==> src/rtl/mcif_read_ig_bpt_if.sv <==
// Handshake buses around the read-ingress splitter.
//   dma2bpt_req_*  : DMA read request in (addr/size in 32B atoms).
//   bpt2arb_req_*  : split burst out to the arbiter input pipe stage.
// master = upstream/downstream environment, slave = the splitter.
interface mcif_read_ig_bpt_if;
  logic        dma2bpt_req_valid;
  logic        dma2bpt_req_ready;
  logic [78:0] dma2bpt_req_pd;
  logic        bpt2arb_req_valid;
  logic        bpt2arb_req_ready;
  logic [74:0] bpt2arb_req_pd;

  modport master (
    output dma2bpt_req_valid, dma2bpt_req_pd, bpt2arb_req_ready,
    input  dma2bpt_req_ready, bpt2arb_req_valid, bpt2arb_req_pd
  );
  modport slave (
    input  dma2bpt_req_valid, dma2bpt_req_pd, bpt2arb_req_ready,
    output dma2bpt_req_ready, bpt2arb_req_valid, bpt2arb_req_pd
  );
endinterface

==> src/rtl/mcif_read_ig_bpt.sv <==
// Read-ingress request splitter for one MCIF read client.
// Takes one DMA read request, cuts it into bursts of up to 8 atoms that
// never cross a 256B boundary, tags first/last bursts, and only issues a
// burst when the latency FIFO has room for all of its atoms.
// Ports:
//   nvdla_core_clk / nvdla_core_rstn : clock, async active-low reset
//   bus (slave)                      : dma2bpt_req_* in, bpt2arb_req_* out
//   lat_credit_return                : one latency-FIFO atom freed this cycle
module mcif_read_ig_bpt #(
  parameter int         LAT_DEPTH = 256,
  parameter logic [3:0] AXID      = 4'd1
) (
  input  logic                 nvdla_core_clk,
  input  logic                 nvdla_core_rstn,
  mcif_read_ig_bpt_if.slave    bus,
  input  logic                 lat_credit_return
);
  localparam int CW = $clog2(LAT_DEPTH) + 1;
  localparam int XW = (CW > 4) ? CW : 4;   // common width for credit vs beat

  typedef enum logic {IDLE, SPLIT} state_t;

  state_t        state_q, state_d;
  logic [58:0]   atom_q, atom_d;           // current 32B-atom address
  logic [14:0]   remain_q, remain_d;       // atoms left minus 1
  logic          first_q, first_d;
  logic [CW-1:0] credit_q, credit_d;

  logic [3:0]    to_bnd, beat;
  logic [15:0]   rem_p1;
  logic          last, split, out_vld, accept, hs, ret_ok;
  logic          unused_addr_lsb;

  assign unused_addr_lsb = ^bus.dma2bpt_req_pd[4:0];

  always_comb begin
    // burst size comes from registers only, so valid/pd never see ready
    to_bnd  = 4'd8 - {1'b0, atom_q[2:0]};
    rem_p1  = {1'b0, remain_q} + 16'd1;
    beat    = (rem_p1 < {12'd0, to_bnd}) ? rem_p1[3:0] : to_bnd;
    last    = (rem_p1 == {12'd0, beat});
    split   = (state_q == SPLIT);
    out_vld = split && (XW'(credit_q) >= XW'(beat));
    hs      = out_vld && bus.bpt2arb_req_ready;
    accept  = bus.dma2bpt_req_valid && (state_q == IDLE);
    // a return into a full counter is dropped rather than wrapping
    ret_ok  = lat_credit_return && (credit_q != CW'(LAT_DEPTH));

    state_d  = state_q;
    atom_d   = atom_q;
    remain_d = remain_q;
    first_d  = first_q;
    credit_d = credit_q - (hs ? CW'(beat) : CW'(0)) + (ret_ok ? CW'(1) : CW'(0));

    if (accept) begin
      atom_d   = bus.dma2bpt_req_pd[63:5];
      remain_d = bus.dma2bpt_req_pd[78:64];
      first_d  = 1'b1;
      state_d  = SPLIT;
    end else if (hs) begin
      atom_d   = atom_q + 59'(beat);
      remain_d = remain_q - 15'(beat);
      first_d  = 1'b0;
      if (last) state_d = IDLE;
    end
  end

  always_ff @(posedge nvdla_core_clk or negedge nvdla_core_rstn) begin
    if (!nvdla_core_rstn) begin
      state_q  <= IDLE;
      atom_q   <= '0;
      remain_q <= '0;
      first_q  <= 1'b0;
      credit_q <= CW'(LAT_DEPTH);
    end else begin
      state_q  <= state_d;
      atom_q   <= atom_d;
      remain_q <= remain_d;
      first_q  <= first_d;
      credit_q <= credit_d;
    end
  end

  assign bus.dma2bpt_req_ready = (state_q == IDLE);
  assign bus.bpt2arb_req_valid = out_vld;
  // pd is forced to zero (AXID aside) outside SPLIT so idle/reset output is clean
  assign bus.bpt2arb_req_pd = split
    ? {2'b00, AXID, last, first_q, 3'(beat - 4'd1), atom_q, 5'b0}
    : {2'b00, AXID, 69'd0};

  credit_overflow_a: assert property (@(posedge nvdla_core_clk) disable iff (!nvdla_core_rstn)
    !(lat_credit_return && credit_q == CW'(LAT_DEPTH)));
endmodule

==> src/flat_wrapper.sv <==
// flat-port wrapper written by rule: the top's interface ports become plain ports
module mcif_read_ig_bpt_flat 
#(
  parameter int         LAT_DEPTH = 256,
  parameter logic [3:0] AXID      = 4'd1
)
  (nvdla_core_clk, nvdla_core_rstn, lat_credit_return, bus_dma2bpt_req_valid, bus_dma2bpt_req_pd, bus_bpt2arb_req_ready, bus_dma2bpt_req_ready, bus_bpt2arb_req_valid, bus_bpt2arb_req_pd);
  mcif_read_ig_bpt_if bus_i ();
  input  logic nvdla_core_clk;
  input  logic nvdla_core_rstn;
  input  logic lat_credit_return;
  input wire logic [$bits(bus_i.dma2bpt_req_valid)-1:0] bus_dma2bpt_req_valid;
  input wire logic [$bits(bus_i.dma2bpt_req_pd)-1:0] bus_dma2bpt_req_pd;
  input wire logic [$bits(bus_i.bpt2arb_req_ready)-1:0] bus_bpt2arb_req_ready;
  output wire logic [$bits(bus_i.dma2bpt_req_ready)-1:0] bus_dma2bpt_req_ready;
  output wire logic [$bits(bus_i.bpt2arb_req_valid)-1:0] bus_bpt2arb_req_valid;
  output wire logic [$bits(bus_i.bpt2arb_req_pd)-1:0] bus_bpt2arb_req_pd;
  assign bus_i.dma2bpt_req_valid = bus_dma2bpt_req_valid;
  assign bus_i.dma2bpt_req_pd = bus_dma2bpt_req_pd;
  assign bus_i.bpt2arb_req_ready = bus_bpt2arb_req_ready;
  assign bus_dma2bpt_req_ready = bus_i.dma2bpt_req_ready;
  assign bus_bpt2arb_req_valid = bus_i.bpt2arb_req_valid;
  assign bus_bpt2arb_req_pd = bus_i.bpt2arb_req_pd;
  mcif_read_ig_bpt #(.LAT_DEPTH(LAT_DEPTH), .AXID(AXID)) u_core (.nvdla_core_clk(nvdla_core_clk), .nvdla_core_rstn(nvdla_core_rstn), .bus(bus_i), .lat_credit_return(lat_credit_return));
endmodule
==> config.mk <==
export PLATFORM = sky130hd
export DESIGN_NAME = mcif_read_ig_bpt_flat
export DESIGN_NICKNAME = d
export VERILOG_FILES = /design/src/rtl/mcif_read_ig_bpt_if.sv /design/src/rtl/mcif_read_ig_bpt.sv /design/src/flat_wrapper.sv
export SDC_FILE = /design/constraint.sdc
export NUM_CORES = 1
export LEC_CHECK = 0
export BUFFER_PORTS_ARGS = -buffer_cell sky130_fd_sc_hd__buf_2
export CORE_MARGIN = 2
export CORE_UTILIZATION = 50
export CTS_BUF_LIST = sky130_fd_sc_hd__clkbuf_4
export CTS_CLUSTER_DIAMETER = 120
export CTS_CLUSTER_SIZE = 40
export DETAILED_ROUTE_END_ITERATION = 16
export HOLD_SLACK_MARGIN = 0.08
export PLACE_DENSITY = 0.84
export SLEW_MARGIN = 20
export SYNTH_ARGS = -nofsm -noshare
export SYNTH_HDL_FRONTEND = slang
export SYNTH_SLANG_ARGS = --single-unit
==> constraint.sdc <==
create_clock -name nvdla_core_clk -period 5.8 [get_ports nvdla_core_clk]
set_input_delay 0.87 -clock nvdla_core_clk [delete_from_list [all_inputs] [get_ports nvdla_core_clk]]
set_output_delay 0.87 -clock nvdla_core_clk [all_outputs]
set_load 0.01 [all_outputs]
==> results of run 1 <==
==> worst max-delay path: stages (launching register included) <==
cell and delay (ns):
dfrtp_1 0.49, or4_4 0.51, or2_4 0.26, a2111oi_4 0.29, o211ai_2 0.18, nor2_2 0.22
mux2_2 0.40, inv_1 0.11, ha_1 0.25, o21ai_0 0.11, a21oi_1 0.09, o221a_2 0.31
o21ai_2 0.16, nor2_1 0.06, ha_1 0.26, inv_1 0.06, ha_1 0.17, inv_1 0.06
fa_1 0.41, nor2b_1 0.15, o21a_1 0.14, o21ai_0 0.07, a21oi_1 0.15, nor2_1 0.09
o31ai_2 0.20, xnor2_1 0.14
==> final cells by class <==
| type | count | area (µm²) |
|---|---|---|
| clock inverter | 7 | 88.8 |
| sequential | 85 | 2130 |
| timing repair buffer | 158 | 828 |
| multi-input combinational | 577 | 3720 |
| inverter | 32 | 120 |
| tap | 147 | 184 |
| clock buffer | 9 | 67.6 |
| fill | 1067 | 4870 |
==> power by group through the flow <==
stage          sequential [mW]  clock (mW)  combinational (mW)
2_1_floorplan            0.932           0                1.47
3_3_place_gp              1.00           0                1.84
3_5_place_dp              1.01           0                1.92
4_1_cts                   1.00       0.401                1.93
5_1_grt                   1.04       0.419                2.23
6_report                  1.01       0.395                1.98
==> cells by family (layout without fill, tap and decap cells) <==
group           count (synthesis)  in the layout  share of synthesized area (%)
fa+ha+maj                      39             39                           8.32
simple gates                  322            322                           27.3
other cells                     2             11                          0.122
xor+xnor                       71             71                           10.1
mux                             5              5                          0.877
compound gates                129            129                           12.9
buf+inv                        80            206                           5.63
flops                          85             85                           34.7
==> metrics by stage <==
stage,cell area (µm²),cells,util [%],setup slack [ns],power [mW]
after floorplan,6170,742,-,0.138,2.40
after global placement,6930,995,57.7,0.398,2.84
after detailed placement,6930,995,57.7,0.274,2.93
after CTS,7090,1011,59.0,0.234,3.33
after global routing,7140,1015,59.5,0.0247,3.68
final,7140,1015,59.5,0.401,3.38
==> routing by layer <==
| layer | track usage (%) | up-vias |
|---|---|---|
| li1 | - | 2749 |
| met1 | 32.7 | 2666 |
| met2 | 40.4 | 160 |
| met3 | 4.43 | 24 |
| met4 | 7.71 | 0 |
| met5 | 0 | - |
==> cell usage in the layout, fill, tap and decap left out, types with 3 or more instances in the layout <==
master	Yosys	final
nand3_1	32	32
buf_4	11	15
nand4_1	19	19
o21bai_1	3	3
nor3_1	18	17
dfrtp_2	0	3
inv_1	31	30
mux2_2	3	3
buf_2	2	143
clkinv_1	1	3
o31ai_1	4	3
and2_1	66	66
nand2_1	76	75
xnor2_1	39	38
a211oi_1	4	4
and4_1	5	5
clkbuf_4	0	9
nor4_1	10	10
nor2b_1	5	4
conb_1	2	11
a21o_1	4	4
a21oi_1	39	39
o211ai_1	5	5
o21a_1	3	3
dfrtp_1	84	81
a31oi_1	5	5
fa_1	3	3
xor2_1	32	32
nor2_1	57	57
o21ai_0	46	46
ha_1	36	36
and3_1	18	18
==> timing repair <==
item | in CTS | in global routing
setup buffers | 0 | 4
resized for setup | 0 | 7
setup endpoints to repair | 0 | 2
==> flip-flops by register name, summed over array words and instances (netlist names) <==
| name | flops |
|---|---|
| u_core.remain_q | 15 |
| u_core.atom_q | 59 |
| u_core.first_q | 1 |
| u_core.credit_q | 9 |
| u_core.split | 1 |
==> worst paths after layout <==
kind,depth (start not counted),start,slack (ns),to
worst max-delay path,25,u_core.remain_q[9],0.40,u_core.credit_q[8]
worst min-delay path,1,nvdla_core_rstn,0.36,u_core.atom_q[44]
worst max register to register,25,u_core.remain_q[9],0.40,u_core.credit_q[8]
worst min register to register,2,u_core.first_q,0.52,u_core.first_q
max in group asynchronous,2,nvdla_core_rstn,4.42,u_core.atom_q[38]
min in group nvdla_core_clk,2,u_core.first_q,0.52,u_core.first_q
==> key figures, run 1 <==
Route
  – Vias/cell: roughly 5.5
  – ANT nets after route: 0
  – DRC Markers: 0
  – Detailed Route WL: roughly 16,000 µm
  – DR iter-0 viols: just over 500
  – Top sig layer: met4
  – Vias post-DR: 5,599
  – Met1 wire length: between 7000 and 8000 µm
  – DR pass1 iterations: 4
  – Met2 wire len: between 7000 and 8000 µm
  – Metal3 WL: between 700 and 800 µm
  – WL/cell: ~16 µm

Setup path
  – Worst Path Arrival: 5.80 ns
  – Crit path max fanout: 7
  – Setup CP Type: flop to flop
  – CP Launch Type: flop
  – Required time worst endpoint: between 6 and 7 ns
  – Crit end category: flop

Timing
  – Max Slew Vio Count: 0
  – Final setup violating endpoints: 0
  – Hold Vio Cnt, Final: 0
  – Final hold slack: about 0.36 ns
  – Max Clk Rate: approximately 190 MHz
  – Fin Setup TNS: 0 ns
  – Period utilization: 93.1%
  – Tmin final: between 5 and 6 ns
  – RSZ-0062 raised after global routing: false
  – Rel. slew slack: a little under two fifths
  – Slew @ Worst Pin: between 0.9 and 1 ns
  – Clk_skew: between 0.015 and 0.02 ns

Logic synthesis
  – Count leader, synth: dfrtp_1
  – EDFF count, synth: 0
  – Synth area leader: dfrtp_1
  – Distinct cells, synth: slightly above 60
  – Top cells by count, synth: 84 x dfrtp_1, 76 x nand2_1, 66 x and2_1, 57 x nor2_1, 46 x o21ai_0
  – Top cells by area, synth: dfrtp_1 34%, ha_1 7.3%, and2_1 6.7%
  – Synth warn: 0
  – Post-synth ARST share: 100%
  – FF+latch count, synth: 85
  – Synth Instances: approximately 730
  – Post-synthesis cell area: about 6100 µm²
  – Register area share after synthesis: between 30% and 40%
  – Ys flop type: dfrtp_1
  – Syn avg cell area: 8.37 µm²
  – Top-area cell type share of the netlist area: approximately 34%

Global route
  – First-pass GRT wire length: around 26,000 µm
  – Gr usage total: between 20% and 30%
  – Number of global-route vias before repair: between 5,000 and 6,000
  – Initial antenna violation count: 0
  – Pin count of the biggest net entering global routing: between 60 and 70
  – GRT overflow: 0

Final layout
  – Final nets: 986
  – Layout cells sized above 1: a little under a quarter
  – Area added between synthesis and finish: 16.5%
  – Antenna diode count: 0

Flow run
  – Max Cap Viol: 0

Clock tree
  – Clock slew at reported path FFs: 0.14 ns
  – Later-pin clock latency in the skew report: approximately 0.46 ns
  – CTS tree: yes
  – CTS max path bufs: 2
  – Clock Tree Root: clkbuf_4
  – Clk sink count: 85
  – H-tree depth: 3
  – Number of buffers created by CTS: 9
  – CTS Hold Bufs: 0

Pwr
  – Power share of the combinational group: 58.5%
  – Sequential share of power: ~30%
  – Clock power frac: 11.7%
  – NetSw: about 1.5 mW
  – VDD IR-drop max: 0.000206 V
  – P_int: 1.86 mW
  – Lkg Pwr: between 3 and 4 nW
  – Switching Share: approximately 45%
  – Pwr dens: between 400 and 500 nW/µm²

Floorplanning
  – Die W: ~110 µm
  – Core area: between 10,000 and 15,000 µm²
  – Core Rows: 40
  – Starting density of the core: between 50% and 60%
  – Num ports: ~160
  – Die Area: around 13,000 µm²
  – Die Y: 115 µm

Status
  – Status: finished clean

Placed design
  – I/O Buffers: 144
  – Dpl hpwl: around 11,000 µm
  – GPL Wtd Cong: roughly 0.86

Hold path
  – Hold WC Path Type: input pin to async pin
Power figures use the tool's default switching activity.
==> inputs of run 2 (changes only) <==
--- a/config.mk
+++ b/config.mk
@@ -6,14 +6,13 @@
 export NUM_CORES = 1
 export LEC_CHECK = 0
 export BUFFER_PORTS_ARGS = -buffer_cell sky130_fd_sc_hd__buf_2
-export CORE_MARGIN = 2
 export CORE_UTILIZATION = 50
 export CTS_BUF_LIST = sky130_fd_sc_hd__clkbuf_4
 export CTS_CLUSTER_DIAMETER = 120
 export CTS_CLUSTER_SIZE = 40
 export DETAILED_ROUTE_END_ITERATION = 16
 export HOLD_SLACK_MARGIN = 0.08
-export PLACE_DENSITY = 0.84
+export PLACE_DENSITY = 0.9
 export SLEW_MARGIN = 20
 export SYNTH_ARGS = -nofsm -noshare
 export SYNTH_HDL_FRONTEND = slang
==> key figures, run 2 (same netlist as run 1, synthesis figures left out) <==
Floorplanning
  – Starting density of the core: 51.3% (was 51.1%)
  – Die W: 113 µm (was 115 µm)
  – Die Area: 12,700 µm² (was 13,200 µm²)
  – Core area: 12,000 µm² (about the same)
  – Num ports: 161 (unchanged)
  – Core Rows: 40 (unchanged)
  – Die Y: 113 µm (was 115 µm)

Route
  – DRC Markers: 0 (unchanged)
  – Vias post-DR: 5,619 (was 5,599)
  – WL/cell: 15.2 µm (was 15.5 µm)
  – Detailed Route WL: 15,400 µm (was 15,800 µm)
  – ANT nets after route: 0 (unchanged)
  – DR iter-0 viols: 454 (was 518)
  – DR pass1 iterations: 5 (was 4)
  – Vias/cell: 5.54 (was 5.52)

Setup path
  – R2R depth: 25 (unchanged)
  – Worst path max stage delay: 0.55 ns (was 0.51 ns)
  – Crit path max fanout: 5 (was 7)
  – FF-to-FF setup slack: 0.39 ns (was 0.40 ns)
  – Setup CP Type: flop to flop (unchanged)
  – Required time worst endpoint: 6.19 ns (was 6.20 ns)
  – Reg-to-reg endpoint: u_core.credit_q[8] (unchanged)
  – Most used cell, CP: ha_1
  – Worst Path Arrival: 5.81 ns (was 5.80 ns)
  – Crit end category: flop (unchanged)
  – Max stage delay cell, worst path: or4_4 (unchanged)
  – CP Launch Type: flop (unchanged)
  – FF-to-FF Start: u_core.remain_q[11] (was u_core.remain_q[9])

Timing
  – Max Clk Rate: 185 MHz (about the same)
  – Hold Vio Cnt, Final: 0 (unchanged)
  – Clk_skew: 0.0234 ns (was 0.0153 ns)
  – Tmin final: 5.41 ns (was 5.40 ns)
  – Final setup violating endpoints: 0 (unchanged)
  – Slew @ Worst Pin: 0.757 ns (was 0.925 ns)
  – RSZ-0062 raised after global routing: false (unchanged)
  – Rel. slew slack: 49.5% (was 38.3%)
  – Fin Setup TNS: 0 ns (unchanged)
  – Period utilization: 93.3% (was 93.1%)
  – Max Slew Vio Count: 0 (unchanged)

Flow run
  – Max Cap Viol: 0 (unchanged)

Global route
  – Pin count of the biggest net entering global routing: 87 (was 66)
  – First-pass GRT wire length: 25,200 µm (was 25,800 µm)
  – Initial antenna violation count: 0 (unchanged)
  – Number of global-route vias before repair: 5,329 (was 5,371)
  – Gr usage total: 24.9% (was 24.4%)
  – GRT overflow: 0 (unchanged)

Clock tree
  – Number of buffers created by CTS: 9 (unchanged)
  – Clock Tree Root: clkbuf_4 (unchanged)
  – Clk sink count: 85 (unchanged)
  – CTS tree: yes (unchanged)
  – Clock slew at reported path FFs: 0.14 ns (about the same)
  – Later-pin clock latency in the skew report: 0.47 ns (was 0.46 ns)
  – CTS Hold Bufs: 0 (unchanged)
  – H-tree depth: 3 (unchanged)
  – CTS max path bufs: 2 (unchanged)

Pwr
  – Total power: 3.28 mW (was 3.38 mW)
  – VDD IR-drop max: 0.000228 V (was 0.000206 V)
  – Lkg Pwr: 3.26 nW (was 3.28 nW)
  – Pwr dens: 463 nW/µm² (was 473 nW/µm²)

Hold path
  – Hold WC Path Type: input pin to async pin (unchanged)

Placed design
  – Dpl hpwl: 11,200 µm (was 11,400 µm)
  – GPL Wtd Cong: 0.885 (was 0.859)
  – I/O Buffers: 144 (unchanged)

Final layout
  – Most frequent cells in the layout: 143 x buf_2, 80 x dfrtp_1, 75 x nand2_1 (was 143 x buf_2, 81 x dfrtp_1, 75 x nand2_1)
  – Post-layout util: 59.3% (was 59.5%)
  – Area added between synthesis and finish: 15.6% (was 16.5%)
  – Layout cells sized above 1: 23.3% (unchanged)
  – Top flop regs: u_core.atom_q x59, u_core.remain_q x15, u_core.credit_q x9 (unchanged)
  – Max reg flops: 59 (unchanged)
  – Final nets: 986 (unchanged)
  – Most common cell after layout, fill and taps aside: buf_2 (unchanged)
  – Antenna diode count: 0 (unchanged)
  – Reg with most FFs: u_core.atom_q (unchanged)

Status
  – Status: finished clean (unchanged)
==> run 2: cell types whose count changed in the layout (fill, tap and decap cells not counted), sizes merged <==
cell      delta
clkinv       +2
inv          -1
bufinv       -2
clkbuf       +2
clkinvlp     -1
==> run 2: where the power goes <==
part	total, mW	internal [mW]	switching [mW]
Combinational	1.97	0.895	1.07
Sequential	1.01	0.787	0.224
Clock	0.305	0.0951	0.210
==> run 2: timing repair <==
item | CTS | global route
endpoints found under the setup margin | 0 | 1
resized for setup | 0 | 8
setup buffers | 0 | 4
==> run 2: worst max path at each step <==
stage / to / start / cells past startpoint / slack, ns
2_1_floorplan: u_core.credit_q[8] / u_core.remain_q[1] / 27 / 0.14
3_3_place_gp: u_core.credit_q[8] / u_core.remain_q[1] / 26 / 0.38
3_5_place_dp: u_core.credit_q[8] / u_core.remain_q[0] / 26 / 0.18
4_1_cts: u_core.credit_q[8] / u_core.remain_q[0] / 26 / 0.14
5_1_grt: u_core.credit_q[8] / u_core.remain_q[11] / 25 / 0.02
6_report: u_core.credit_q[8] / u_core.remain_q[11] / 25 / 0.39
==> run 2: through the flow <==
stage	area [µm²]	setup slack, ns	hold WS, ns	std cells
5_1_grt	7090	0.0210	0.358	1015
6_report	7090	0.387	0.363	1015
3_5_place_dp	6940	0.180	0.462	995
4_1_cts	7050	0.145	0.357	1011
3_3_place_gp	6940	0.376	0.457	995
2_1_floorplan	6170	0.138	0.439	742
==> run 2: worst max-delay path: cells and delay by family (launching register included) <==
family          cells  cell delay (ns)
flops               1             0.43
mux                 1             0.40
compound gates      9             1.68
buf+inv             3             0.25
xor+xnor            1             0.16
fa+ha+maj           4             1.10
simple gates        7             1.34
==> run 2: layout make-up <==
type,count,area (µm²)
clock buffers,11,82.6
repair buffers,158,828
clock inverters,5,27.5
multi-input cells,577,3720
well taps,147,184
fillers,1020,4870
flip-flops and latches,85,2130
inverters,32,120
==> run 2: layer usage <==
layer | up-vias | share of wire (%) | wire length, µm | track usage (%)
li1 | 2756 | - | - | -
met1 | 2616 | 43 | 6650 | 31.7
met2 | 215 | 49 | 7530 | 41.6
met3 | 32 | 5.6 | 865 | 5.52
met4 | 0 | 2.2 | 343 | 8.98
met5 | - | 0 | 0 | 0
==> inputs of run 3 (changes only) <==
--- a/config.mk
+++ b/config.mk
@@ -5,8 +5,9 @@
 export SDC_FILE = /design/constraint.sdc
 export NUM_CORES = 1
 export LEC_CHECK = 0
+export ABC_AREA = 1
 export BUFFER_PORTS_ARGS = -buffer_cell sky130_fd_sc_hd__buf_2
-export CORE_UTILIZATION = 50
+export CORE_UTILIZATION = 52
 export CTS_BUF_LIST = sky130_fd_sc_hd__clkbuf_4
 export CTS_CLUSTER_DIAMETER = 120
 export CTS_CLUSTER_SIZE = 40
==> key figures, run 3 <==
Timing
  – Period utilization: 92.6% (was 93.3%)
  – Fin Setup TNS: 0 ns (unchanged)
  – Rel. slew slack: 35.4% (was 49.5%)
  – Clk_skew: 0.0135 ns (was 0.0234 ns)
  – Final worst slack: 0.431 ns (was 0.387 ns)
  – Max Clk Rate: 186 MHz (was 185 MHz)
  – Hold Vio Cnt, Final: 0 (unchanged)
  – Final setup violating endpoints: 0 (unchanged)
  – Slew @ Worst Pin: 0.970 ns (was 0.757 ns)
  – Final hold slack: 0.281 ns (was 0.363 ns)
  – Max Slew Vio Count: 0 (unchanged)
  – Tmin final: 5.37 ns (was 5.41 ns)

Status
  – Status: finished clean (unchanged)

Clock tree
  – Clock slew at reported path FFs: 0.15 ns (was 0.14 ns)
  – Post-CTS Setup Inserts: 0 (unchanged)
  – Clock Tree Root: clkbuf_4 (unchanged)
  – H-tree depth: 3 (unchanged)
  – CTS tree: yes (unchanged)
  – Number of buffers created by CTS: 9 (unchanged)
  – CTS Hold Bufs: 0 (unchanged)
  – Clk sink count: 85 (unchanged)
  – CTS max path bufs: 2 (unchanged)
  – Later-pin clock latency in the skew report: 0.51 ns (was 0.47 ns)

Hold path
  – Hold WC Path Type: input pin to async pin (unchanged)

Route
  – DR pass1 iterations: 5 (unchanged)
  – DRC Markers: 0 (unchanged)
  – Detailed Route WL: 24,500 µm (was 15,400 µm)
  – Vias/cell: 5.60 (was 5.54)
  – WL/cell: 16.3 µm (was 15.2 µm)
  – Vias post-DR: 8,448 (was 5,619)
  – ANT nets after route: 0 (unchanged)
  – DR iter-0 viols: 773 (was 454)

Floorplanning
  – Core area: 14,500 µm² (was 12,000 µm²)
  – Die W: 124 µm (was 113 µm)
  – Starting density of the core: 53.4% (was 51.3%)
  – Num ports: 161 (unchanged)
  – Core Rows: 44 (was 40)
  – Die Y: 124 µm (was 113 µm)
  – Die Area: 15,400 µm² (was 12,700 µm²)

Setup path
  – CP Launch Type: flop (unchanged)
  – Worst Path Arrival: 5.82 ns (was 5.81 ns)
  – R2R depth: 30 (was 25)
  – Required time worst endpoint: 6.25 ns (was 6.19 ns)
  – Crit end category: flop (unchanged)
  – Worst path max stage delay: 0.48 ns (was 0.55 ns)
  – Crit path max fanout: 12 (was 5)
  – Max stage delay cell, worst path: dfrtp_1 (was or4_4)
  – Most used cell, CP: nand2_1 (was ha_1)
  – Setup CP Type: flop to flop (unchanged)

Final layout
  – Post-layout util: 59.8% (was 59.3%)
  – Final cell count without fillers: 1,509 (was 1,015)
  – Most common cell after layout, fill and taps aside: nand2_1 (was buf_2)
  – Layout cells sized above 1: 17.8% (was 23.3%)
  – Most frequent cells in the layout: 300 x nand2_1, 163 x inv_1, 143 x buf_2 (was 143 x buf_2, 80 x dfrtp_1, 75 x nand2_1)
  – Max reg flops: 59 (unchanged)
  – Final nets: 1,442 (was 986)
  – Top flop regs: u_core.atom_q x59, u_core.remain_q x15, u_core.credit_q x9 (unchanged)
  – Reg with most FFs: u_core.atom_q (unchanged)
  – Area added between synthesis and finish: 11.9% (was 15.6%)
  – Post-route cell area: 8690 µm² (was 7090 µm²)

Logic synthesis
  – EDFF count, synth: 0 (unchanged)
  – Post-synthesis compound-gate area fraction: 13.0% (was 12.9%)
  – Synth warn: 0 (unchanged)
  – Post-synthesis cell area: 7770 µm² (was 6130 µm²)
  – Top-area cell type share of the netlist area: 27.1% (was 34.3%)
  – Xor/xnor cell area share of the yosys netlist: 2.82% (was 10.1%)
  – Synth Area in Adders: 6.57% (was 8.32%)
  – Mux share of post-synthesis cell area: 0.129% (was 0.877%)
  – Top cells by count, synth: 301 x nand2_1, 163 x inv_1, 126 x nor2_1, 92 x nand3_1, 84 x dfrtp_1 (was 84 x dfrtp_1, 76 x nand2_1, 66 x and2_1, 57 x nor2_1, 46 x o21ai_0)
  – FF+latch count, synth: 85 (unchanged)
  – Register area share after synthesis: 27.4% (was 34.7%)
  – Simple-gate share of the synthesized area: 37.6% (was 27.3%)
  – Count leader, synth: nand2_1 (was dfrtp_1)
  – Post-synth ARST share: 100% (unchanged)
  – Syn avg cell area: 6.46 µm² (was 8.37 µm²)
  – Distinct cells, synth: 53 (was 61)
  – Ys flop type: dfrtp_1 (unchanged)
  – Largest family of logic cells by synthesized area: simple AND/OR/NAND/NOR gates (unchanged)
  – Synth Instances: 1,202 (was 733)
  – Synth area leader: dfrtp_1 (unchanged)
  – Top cells by area, synth: dfrtp_1 27%, nand2_1 15%, inv_1 7.9% (was dfrtp_1 34%, ha_1 7.3%, and2_1 6.7%)

Placed design
  – Pre-CTS setup slack: 0.342 ns (was 0.180 ns)
  – Dpl hpwl: 18,700 µm (was 11,200 µm)
  – GPL Wtd Cong: 0.991 (was 0.885)
  – I/O Buffers: 144 (unchanged)
  – Placed cell area: 8560 µm² (was 6940 µm²)
  – Dpl cells: 1,492 (was 995)

Pwr
  – P_int: 1.96 mW (was 1.78 mW)
  – Total power: 4.20 mW (was 3.28 mW)
  – Pwr dens: 484 nW/µm² (was 463 nW/µm²)
  – Power share of the combinational group: 63.8% (was 60.0%)
  – Sequential share of power: 28.6% (was 30.8%)
  – NetSw: 2.24 mW (was 1.51 mW)
  – Lkg Pwr: 4.47 nW (was 3.26 nW)
  – Switching Share: 53.3% (was 45.9%)
  – Clock power frac: 7.6% (was 9.3%)
  – VDD IR-drop max: 0.000408 V (was 0.000228 V)

Global route
  – Pin count of the biggest net entering global routing: 117 (was 87)
  – Number of global-route vias before repair: 7,807 (was 5,329)
  – Gr usage total: 32.2% (was 24.9%)
  – Initial antenna violation count: 1 (was 0)
  – GRT overflow: 0 (unchanged)
  – First-pass GRT wire length: 39,500 µm (was 25,200 µm)

Flow run
  – Max Cap Viol: 0 (unchanged)
run 3: metal layers:
metal	wire, µm	global-route usage, %
met4	952	15.7
met3	1820	4.96
met1	10500	43.7
met2	11200	49.8
met5	0	0
run 3: timing repair:
action | in CTS | in global routing
endpoints found under the hold margin | 0 | 0
endpoints found under the setup margin | 0 | 2
resized for setup | 0 | 7
run 3: cell families (layout without fill, tap and decap cells):
family	after synthesis	after routing
compound gates	168	168
mux	1	1
buf+inv	236	349
simple gates	646	646
fa+ha+maj	39	39
xor+xnor	25	25
flops	85	85
other cells	2	12
run 3: power by group through the flow:
| stage | combinational [mW] | clock [mW] | sequential (mW) |
|---|---|---|---|
| 2_1_floorplan | 2.02 | 0 | 1.06 |
| 3_3_place_gp | 2.53 | 0 | 1.18 |
| 3_5_place_dp | 2.63 | 0 | 1.20 |
| 4_1_cts | 2.64 | 0.317 | 1.18 |
| 5_1_grt | 3.05 | 0.342 | 1.24 |
| 6_report | 2.68 | 0.319 | 1.20 |
run 3: final timing paths:
check / slack, ns / to / from
setup / recovery: 0.43 / u_core.credit_q[7] / u_core.remain_q[1]
min in group nvdla_core_clk: 0.53 / u_core.first_q / u_core.first_q
max in group asynchronous: 4.40 / u_core.remain_q[2] / nvdla_core_rstn
hold reg to reg: 0.53 / u_core.first_q / u_core.first_q
hold / removal: 0.28 / u_core.atom_q[24] / nvdla_core_rstn
setup reg to reg: 0.43 / u_core.credit_q[7] / u_core.remain_q[1]
run 3: worst max-delay path, delay by kind of cell (launching register included):
family / cells / cell delay [ns]
AND/OR/NAND/NOR: 16 / 1.83
adder cells (fa/ha/maj): 5 / 1.48
AO/OA/AOI/OAI: 5 / 1.01
buffers and inverters: 3 / 0.34
XOR/XNOR: 1 / 0.15
flip-flops: 1 / 0.48
run 3: final cells by class:
class                           instances  area (µm²)
Fill cell                            1396        5840
Sequential cell                        85        2130
Timing Repair Buffer                  152         796
Multi-Input combinational cell        890        4740
Antenna cell                            1        2.50
Clock inverter                          6        30.0
Clock buffer                           10        75.1
Tap cell                              184         230
Inverter                              181         679
